<file path="src/rtl/mem_lsu_master_if.sv">
// Bundle of core request/response and memory-side signals for mem_lsu_master.
// Handshake: a request transfers on a rising clock edge where req_valid_i and
// req_ready_o are both high; the core holds its request fields stable while
// req_valid_i is high and req_ready_o is low. rsp_valid_o is a single-cycle
// pulse with no back-pressure, and rsp_err_o/rsp_rdata_o are qualified by it.
// dbg_state exposes the LSU FSM state for checkers.
interface mem_lsu_master_if #(
  parameter int ADDR_WIDTH = 22
);
  logic                  req_valid_i;
  logic                  req_ready_o;
  logic                  req_we_i;
  logic [31:0]           req_addr_i;
  logic [1:0]            req_size_i;
  logic                  req_unsigned_i;
  logic [31:0]           req_wdata_i;
  logic                  rsp_valid_o;
  logic [31:0]           rsp_rdata_o;
  logic                  rsp_err_o;
  logic [ADDR_WIDTH-1:0] mem_addr_o;
  logic                  mem_rstrb_o;
  logic [31:0]           mem_rdata_i;
  logic [3:0]            mem_wmask_o;
  logic [31:0]           mem_wdata_o;
  logic [1:0]            dbg_state;

  // LSU side
  modport master (
    input  req_valid_i, req_we_i, req_addr_i, req_size_i, req_unsigned_i,
           req_wdata_i, mem_rdata_i,
    output req_ready_o, rsp_valid_o, rsp_rdata_o, rsp_err_o, mem_addr_o,
           mem_rstrb_o, mem_wmask_o, mem_wdata_o, dbg_state
  );

  // Core and memory side
  modport slave (
    output req_valid_i, req_we_i, req_addr_i, req_size_i, req_unsigned_i,
           req_wdata_i, mem_rdata_i,
    input  req_ready_o, rsp_valid_o, rsp_rdata_o, rsp_err_o, mem_addr_o,
           mem_rstrb_o, mem_wmask_o, mem_wdata_o, dbg_state
  );
endinterface

</file>
<file path="src/rtl/mem_lsu_master.sv">
// Load/store unit initiator for a byte-masked word memory.
// One outstanding request: IDLE -> ISSUE -> (load) DATA -> RESP -> IDLE,
// stores skip DATA, rejected requests go straight from IDLE to RESP.
// Optional feature macro: LSU_MISALIGN_TRAP_EN -- when defined, misaligned
// half/word requests are rejected with rsp_err_o; when undefined the address
// is rounded down to the access size and the access proceeds.
module mem_lsu_master #(
  parameter int SIZE = 4 * 1024 * 1024
) (
  input  logic                clk_i,
  input  logic                rst_i,
  mem_lsu_master_if.master    bus
);
  localparam int ADDR_WIDTH = $clog2(SIZE);

  typedef enum logic [1:0] {
    IDLE  = 2'd0,
    ISSUE = 2'd1,
    DATA  = 2'd2,
    RESP  = 2'd3
  } state_t;

  state_t                state_q, state_d;
  logic                  we_q;
  logic [ADDR_WIDTH-1:0] addr_q;
  logic [1:0]            size_q;
  logic                  uns_q;
  logic [31:0]           wdata_q;
  logic                  err_q;
  logic [31:0]           rdata_q;

  logic                  accept;
  logic                  misalign;
  logic                  illegal;
  logic                  err_d;
  logic [ADDR_WIDTH-1:0] addr_d;
  logic [3:0]            lane_mask;
  logic [31:0]           lane_wdata;
  logic [31:0]           shifted;
  logic [31:0]           extended;
  logic                  unused_addr_bits;

  assign unused_addr_bits = ^bus.req_addr_i[31:ADDR_WIDTH];

  assign accept   = (state_q == IDLE) && bus.req_valid_i;
  assign illegal  = (bus.req_size_i == 2'd3);
  assign misalign = ((bus.req_size_i == 2'd1) && bus.req_addr_i[0]) ||
                    ((bus.req_size_i == 2'd2) && (bus.req_addr_i[1:0] != 2'b00));

  // Request screening and address alignment, decided before capture
  always_comb begin
    addr_d = bus.req_addr_i[ADDR_WIDTH-1:0];
`ifdef LSU_MISALIGN_TRAP_EN
    err_d  = illegal || misalign;
`else
    err_d  = illegal;
    if (misalign) begin
      if (bus.req_size_i == 2'd1) addr_d[0] = 1'b0;
      else                        addr_d[1:0] = 2'b00;
    end
`endif
  end

  // State register
  always_ff @(posedge clk_i or posedge rst_i) begin
    if (rst_i) state_q <= IDLE;
    else       state_q <= state_d;
  end

  // Next-state logic
  always_comb begin
    state_d = state_q;
    case (state_q)
      IDLE:    if (bus.req_valid_i) state_d = err_d ? RESP : ISSUE;
      ISSUE:   state_d = we_q ? RESP : DATA;
      DATA:    state_d = RESP;
      default: state_d = IDLE;
    endcase
  end

  // Request capture; fields only change on an accepted request
  always_ff @(posedge clk_i or posedge rst_i) begin
    if (rst_i) begin
      we_q    <= 1'b0;
      addr_q  <= '0;
      size_q  <= 2'd0;
      uns_q   <= 1'b0;
      wdata_q <= 32'd0;
      err_q   <= 1'b0;
    end else if (accept) begin
      we_q    <= bus.req_we_i;
      addr_q  <= addr_d;
      size_q  <= bus.req_size_i;
      uns_q   <= bus.req_unsigned_i;
      wdata_q <= bus.req_wdata_i;
      err_q   <= err_d;
    end
  end

  // Byte lane selection for stores and right-justification for loads
  always_comb begin
    case (size_q)
      2'd0: begin
        lane_mask  = 4'b0001 << addr_q[1:0];
        lane_wdata = {4{wdata_q[7:0]}};
      end
      2'd1: begin
        lane_mask  = 4'b0011 << {addr_q[1], 1'b0};
        lane_wdata = {2{wdata_q[15:0]}};
      end
      default: begin
        lane_mask  = 4'b1111;
        lane_wdata = wdata_q;
      end
    endcase
    shifted = bus.mem_rdata_i >> {addr_q[1:0], 3'b000};
    case (size_q)
      2'd0:    extended = {{24{~uns_q & shifted[7]}}, shifted[7:0]};
      2'd1:    extended = {{16{~uns_q & shifted[15]}}, shifted[15:0]};
      default: extended = shifted;
    endcase
  end

  // Load result register: cleared on accept so stores and errors return 0
  always_ff @(posedge clk_i or posedge rst_i) begin
    if (rst_i)                rdata_q <= 32'd0;
    else if (accept)          rdata_q <= 32'd0;
    else if (state_q == DATA) rdata_q <= extended;
  end

  // Outputs decoded from state and captured request only
  always_comb begin
    bus.req_ready_o = (state_q == IDLE);
    bus.mem_rstrb_o = (state_q == ISSUE) && !we_q;
    bus.mem_wmask_o = ((state_q == ISSUE) && we_q) ? lane_mask : 4'b0000;
    bus.rsp_valid_o = (state_q == RESP);
    bus.rsp_err_o   = (state_q == RESP) && err_q;
    bus.rsp_rdata_o = rdata_q;
    bus.mem_addr_o  = addr_q;
    bus.mem_wdata_o = lane_wdata;
    bus.dbg_state   = state_q;
  end
endmodule

</file>
<file path="src/flat_wrapper.sv">
// flat-port wrapper written by rule: the top's interface ports become plain ports
module mem_lsu_master_flat 
#(
  parameter int SIZE = 4 * 1024 * 1024
)
  (clk_i, rst_i, bus_req_valid_i, bus_req_we_i, bus_req_addr_i, bus_req_size_i, bus_req_unsigned_i, bus_req_wdata_i, bus_mem_rdata_i, bus_req_ready_o, bus_rsp_valid_o, bus_rsp_rdata_o, bus_rsp_err_o, bus_mem_addr_o, bus_mem_rstrb_o, bus_mem_wmask_o, bus_mem_wdata_o, bus_dbg_state);
  mem_lsu_master_if #(.ADDR_WIDTH(22)) bus_i ();
  input  logic clk_i;
  input  logic rst_i;
  input wire logic [$bits(bus_i.req_valid_i)-1:0] bus_req_valid_i;
  input wire logic [$bits(bus_i.req_we_i)-1:0] bus_req_we_i;
  input wire logic [$bits(bus_i.req_addr_i)-1:0] bus_req_addr_i;
  input wire logic [$bits(bus_i.req_size_i)-1:0] bus_req_size_i;
  input wire logic [$bits(bus_i.req_unsigned_i)-1:0] bus_req_unsigned_i;
  input wire logic [$bits(bus_i.req_wdata_i)-1:0] bus_req_wdata_i;
  input wire logic [$bits(bus_i.mem_rdata_i)-1:0] bus_mem_rdata_i;
  output wire logic [$bits(bus_i.req_ready_o)-1:0] bus_req_ready_o;
  output wire logic [$bits(bus_i.rsp_valid_o)-1:0] bus_rsp_valid_o;
  output wire logic [$bits(bus_i.rsp_rdata_o)-1:0] bus_rsp_rdata_o;
  output wire logic [$bits(bus_i.rsp_err_o)-1:0] bus_rsp_err_o;
  output wire logic [$bits(bus_i.mem_addr_o)-1:0] bus_mem_addr_o;
  output wire logic [$bits(bus_i.mem_rstrb_o)-1:0] bus_mem_rstrb_o;
  output wire logic [$bits(bus_i.mem_wmask_o)-1:0] bus_mem_wmask_o;
  output wire logic [$bits(bus_i.mem_wdata_o)-1:0] bus_mem_wdata_o;
  output wire logic [$bits(bus_i.dbg_state)-1:0] bus_dbg_state;
  assign bus_i.req_valid_i = bus_req_valid_i;
  assign bus_i.req_we_i = bus_req_we_i;
  assign bus_i.req_addr_i = bus_req_addr_i;
  assign bus_i.req_size_i = bus_req_size_i;
  assign bus_i.req_unsigned_i = bus_req_unsigned_i;
  assign bus_i.req_wdata_i = bus_req_wdata_i;
  assign bus_i.mem_rdata_i = bus_mem_rdata_i;
  assign bus_req_ready_o = bus_i.req_ready_o;
  assign bus_rsp_valid_o = bus_i.rsp_valid_o;
  assign bus_rsp_rdata_o = bus_i.rsp_rdata_o;
  assign bus_rsp_err_o = bus_i.rsp_err_o;
  assign bus_mem_addr_o = bus_i.mem_addr_o;
  assign bus_mem_rstrb_o = bus_i.mem_rstrb_o;
  assign bus_mem_wmask_o = bus_i.mem_wmask_o;
  assign bus_mem_wdata_o = bus_i.mem_wdata_o;
  assign bus_dbg_state = bus_i.dbg_state;
  mem_lsu_master #(.SIZE(SIZE)) u_core (.clk_i(clk_i), .rst_i(rst_i), .bus(bus_i));
endmodule
</file>
<file path="config.mk">
export PLATFORM = sky130hd
export DESIGN_NAME = mem_lsu_master_flat
export DESIGN_NICKNAME = d
export VERILOG_FILES = /design/src/rtl/mem_lsu_master_if.sv /design/src/rtl/mem_lsu_master.sv /design/src/flat_wrapper.sv
export SDC_FILE = /design/constraint.sdc
export NUM_CORES = 1
export LEC_CHECK = 0
export BUFFER_PORTS_ARGS = -buffer_cell sky130_fd_sc_hd__buf_2
export CORE_AREA = 5 5 108 110
export DETAILED_ROUTE_END_ITERATION = 8
export DIE_AREA = 0 0 113 115
export HOLD_SLACK_MARGIN = 0.05
export PLACE_DENSITY = 0.85
export SETUP_SLACK_MARGIN = 0.2
export SYNTH_ARGS = -nofsm -noshare
export SYNTH_HDL_FRONTEND = slang
export SYNTH_SLANG_ARGS = --single-unit
</file>
<file path="constraint.sdc">
create_clock -name clk_i -period 4.6 [get_ports clk_i]
set_input_delay 0.92 -clock clk_i [delete_from_list [all_inputs] [get_ports clk_i]]
set_output_delay 0.92 -clock clk_i [all_outputs]
set_load 0.02 [all_outputs]
</file>
==> results_dict.tcl <==
set metrics [dict create \
    place_ws_ns 1.473 \
    rsz0062_at_grt "false" \
    synth_area_leaders "dfrtp_1 50%, nand2_1 15%, mux2_2 5.9%" \
    portBuffers 188 \
    fillers 932 \
    cts_setup_buffers 0 \
    seqPwrFrac 0.347 \
    synth_xor_area_frac 0 \
    ys_seq_area_frac 0.5047 \
    total_power_uw 4342 \
    power.density_mw_per_mm2 753.1 \
    fin_crit_ns 3.521 \
    first_iter_violations 279 \
    max_slew_margin 0.1898 \
    wl_per_cell_microns 16.56 \
    cp-endpoint "bus_mem_wdata_o[9]" \
    dieArea_sq_mm 0.01300 \
    setup_tns_ns 0 \
    cts-resized-gates 0 \
    area_growth_pct 25.05 \
    avgSynthCellArea_sq_um 9.606 \
    setup_ws_ns 1.079 \
    grt_use_total 0.1970 \
    critPathMaxFanout 28 \
    end_kind "primary output" \
    clock_sinks 93 \
    syn_area_sq_mm 0.004611 \
    startpoint "u_core.size_q[1]$_DFFE_PP0P_" \
    cts_max_level 3 \
    vias_per_cell 5.163 \
    num_vias 4074 \
    synth_fp_nets 587 \
    timing.hold.ws_ns 0.4731 \
    cts_buffer_depth 2 \
    fin_skew_ns 0.009661 \
    drive_above_1_share 0.3790 \
    crit_required_ns 3.68 \
    combPwrFrac 0.524 \
    r2r_end "u_core.bus.rsp_rdata_o[19]$_DFFE_PP0P_" \
    yosysTopAreaCell "dfrtp_1" \
    placementRows 38 \
    cts_tree "yes" \
    route.detailed.drc 0 \
    postSynthCellCount 480 \
    p_clk_frac 0.129 \
    critPathKind "register to primary output" \
    setup_viol 0 \
    ctsHoldBuffers 0 \
    grt_max_degree 69 \
    swShare 0.4664 \
    synth_top_family_by_area "simple AND/OR/NAND/NOR gates" \
    multi_input_area_sq_mm 0.002058 \
    clkTransAtPathRegs_ns 0.09 \
    max_freq_mhz 284.0 \
    clock_latency_ns 0.35 \
    grt_pass1_vias 4034 \
    r2r-start "u_core.bus.dbg_state[0]$_DFFE_PP0P_" \
    core-area_sq_mm 0.01060 \
    first_pass_iters 5 \
    rrSetupSlack_ns 1.79 \
    synth-edff-count 0 \
    power_switching_uw 2025 \
    io_pins 199 \
    internal_power_uw 2317 \
    yosysWarnings 0 \
    startpoint_type "register" \
    synth_compound_area_frac 0.1012 \
    synth_fa_ha_area_frac 0.01085 \
    nNetsFinal 751 \
    max-vdd-ir-drop_mv 0.3796 \
    synth_most_common_cell "nand2_1" \
    die_height_microns 115 \
    maxCapViolations 0 \
    yosysTopAreaCellShare 0.5047 \
    synth_flop_cell "dfrtp_1" \
    cp.arrival_ns 2.60 \
    place_hpwl_microns 9697 \
    final_util 0.5438 \
    synth_seq_cells 93 \
    async_reset_ff_frac 1.000 \
    root_buffer "clkbuf_8" \
    gp_congestion 0.9132 \
    drt-total-wl_microns 13060 \
    numCtsBuffers 9 \
    maxSlewViolCount 0 \
    worst_pin_slew_ns 1.211 \
    leakage_uw 0.003125 \
    outcome "finished, final reports clean" \
    antenna_found_initial 0 \
    grt-ovfl-total 0 \
    yosys-mux-area-fraction 0.1520 \
    grt_pass1_wl_microns 20540 \
    fin_crit_sh 0.7655 \
    start_util 0.4349 \
    reg2reg_depth 7 \
    diodes 0 \
    ant_nets 0 \
    yosys.area_share.simple 0.1815 \
    ff_latch_area_sq_mm 0.002327 \
    final_hold_viol_count 0 \
    synth_cell_type_count 31 \
    synth_common_cells "183 x nand2_1, 93 x dfrtp_1, 25 x mux2i_1" \
    hold_path_class "register to register" \
    die-width_microns 113 \
]
[cells by family after synthesis]
family                     Yosys count
DFF                                 93
buffers and inverters               47
muxes                               57
AOI/OAI and AO/OA                   67
and+or+nand+nor                    212
adders and majority gates            4
[metrics by stage]
stage,cell area (sq um),std cells
detailed placement,5563,773
finish,5766,789
global route,5766,789
CTS,5766,789
global placement,5563,773
floorplan,4611,480
[area by class of cell]
type | instances | share of cell area
clock inverters | 3 | 0.007595
inverters | 8 | 0.005425
clock buffers | 13 | 0.02756
repair buffers | 192 | 0.1684
multi-input cells | 340 | 0.3570
flip-flops and latches | 93 | 0.4036
well taps | 140 | 0.03038
[placed cells by master (no fill, tap or decap), types with 8 or more instances in the layout]
cell type and count:
clkbuf_8 11, o2bb2ai_1 8, mux4_2 8, o21ai_0 22
nand2_1 182, a21oi_1 14, buf_2 188, a221o_1 16
nor2_1 18, mux2_2 24, mux2i_1 25, dfrtp_1 93
[critical path, cell delays in order, from the launching register on]
cell	delay, ns
dfrtp_1	0.96
inv_2	0.18
nand2_1	0.53
mux2_2	0.41
buf_2	0.17
[sequential cells by signal (all words and copies together), names as in the netlist]
register                flops
u_core.wdata_q             32
u_core.bus.dbg_state        2
u_core.uns_q                1
u_core.we_q                 1
u_core.bus.mem_addr_o      22
u_core.size_q               2
u_core.bus.rsp_rdata_o     32
u_core.err_q                1
[worst min-delay path by stage]
stage / from / endpoint / slack, ns / depth (start not counted)
final: u_core.bus.mem_addr_o[0]$_DFFE_PP0P_ / u_core.bus.mem_addr_o[0]$_DFFE_PP0P_ / 0.47 / 2
after CTS: u_core.bus.mem_addr_o[0]$_DFFE_PP0P_ / u_core.bus.mem_addr_o[0]$_DFFE_PP0P_ / 0.48 / 2
after global placement: u_core.wdata_q[20]$_DFFE_PP0P_ / u_core.wdata_q[20]$_DFFE_PP0P_ / 0.45 / 2
after detailed placement: u_core.bus.mem_addr_o[12]$_DFFE_PP0P_ / u_core.bus.mem_addr_o[12]$_DFFE_PP0P_ / 0.46 / 2
after global routing: u_core.bus.mem_addr_o[0]$_DFFE_PP0P_ / u_core.bus.mem_addr_o[0]$_DFFE_PP0P_ / 0.49 / 2
after floorplan: u_core.wdata_q[16]$_DFFE_PP0P_ / u_core.wdata_q[16]$_DFFE_PP0P_ / 0.44 / 2
[power groups by stage]
stage               clock, uW  sequential, uW  combinational [uW]
CTS                       572            1500                2300
global route              606            1550                2480
detailed placement          0            1500                2300
floorplan                   0            1630                1470
finish                    558            1510                2280
global placement            0            1500                2220
[routing by layer]
metal / vias up / part of all wire / global-route usage
li1: 1928 / - / -
met1: 1954 / 0.42 / 0.2638
met2: 154 / 0.49 / 0.3144
met3: 38 / 0.052 / 0.03000
met4: 0 / 0.036 / 0.09776
met5: - / 0 / 0
Power figures use the tool's default switching activity.
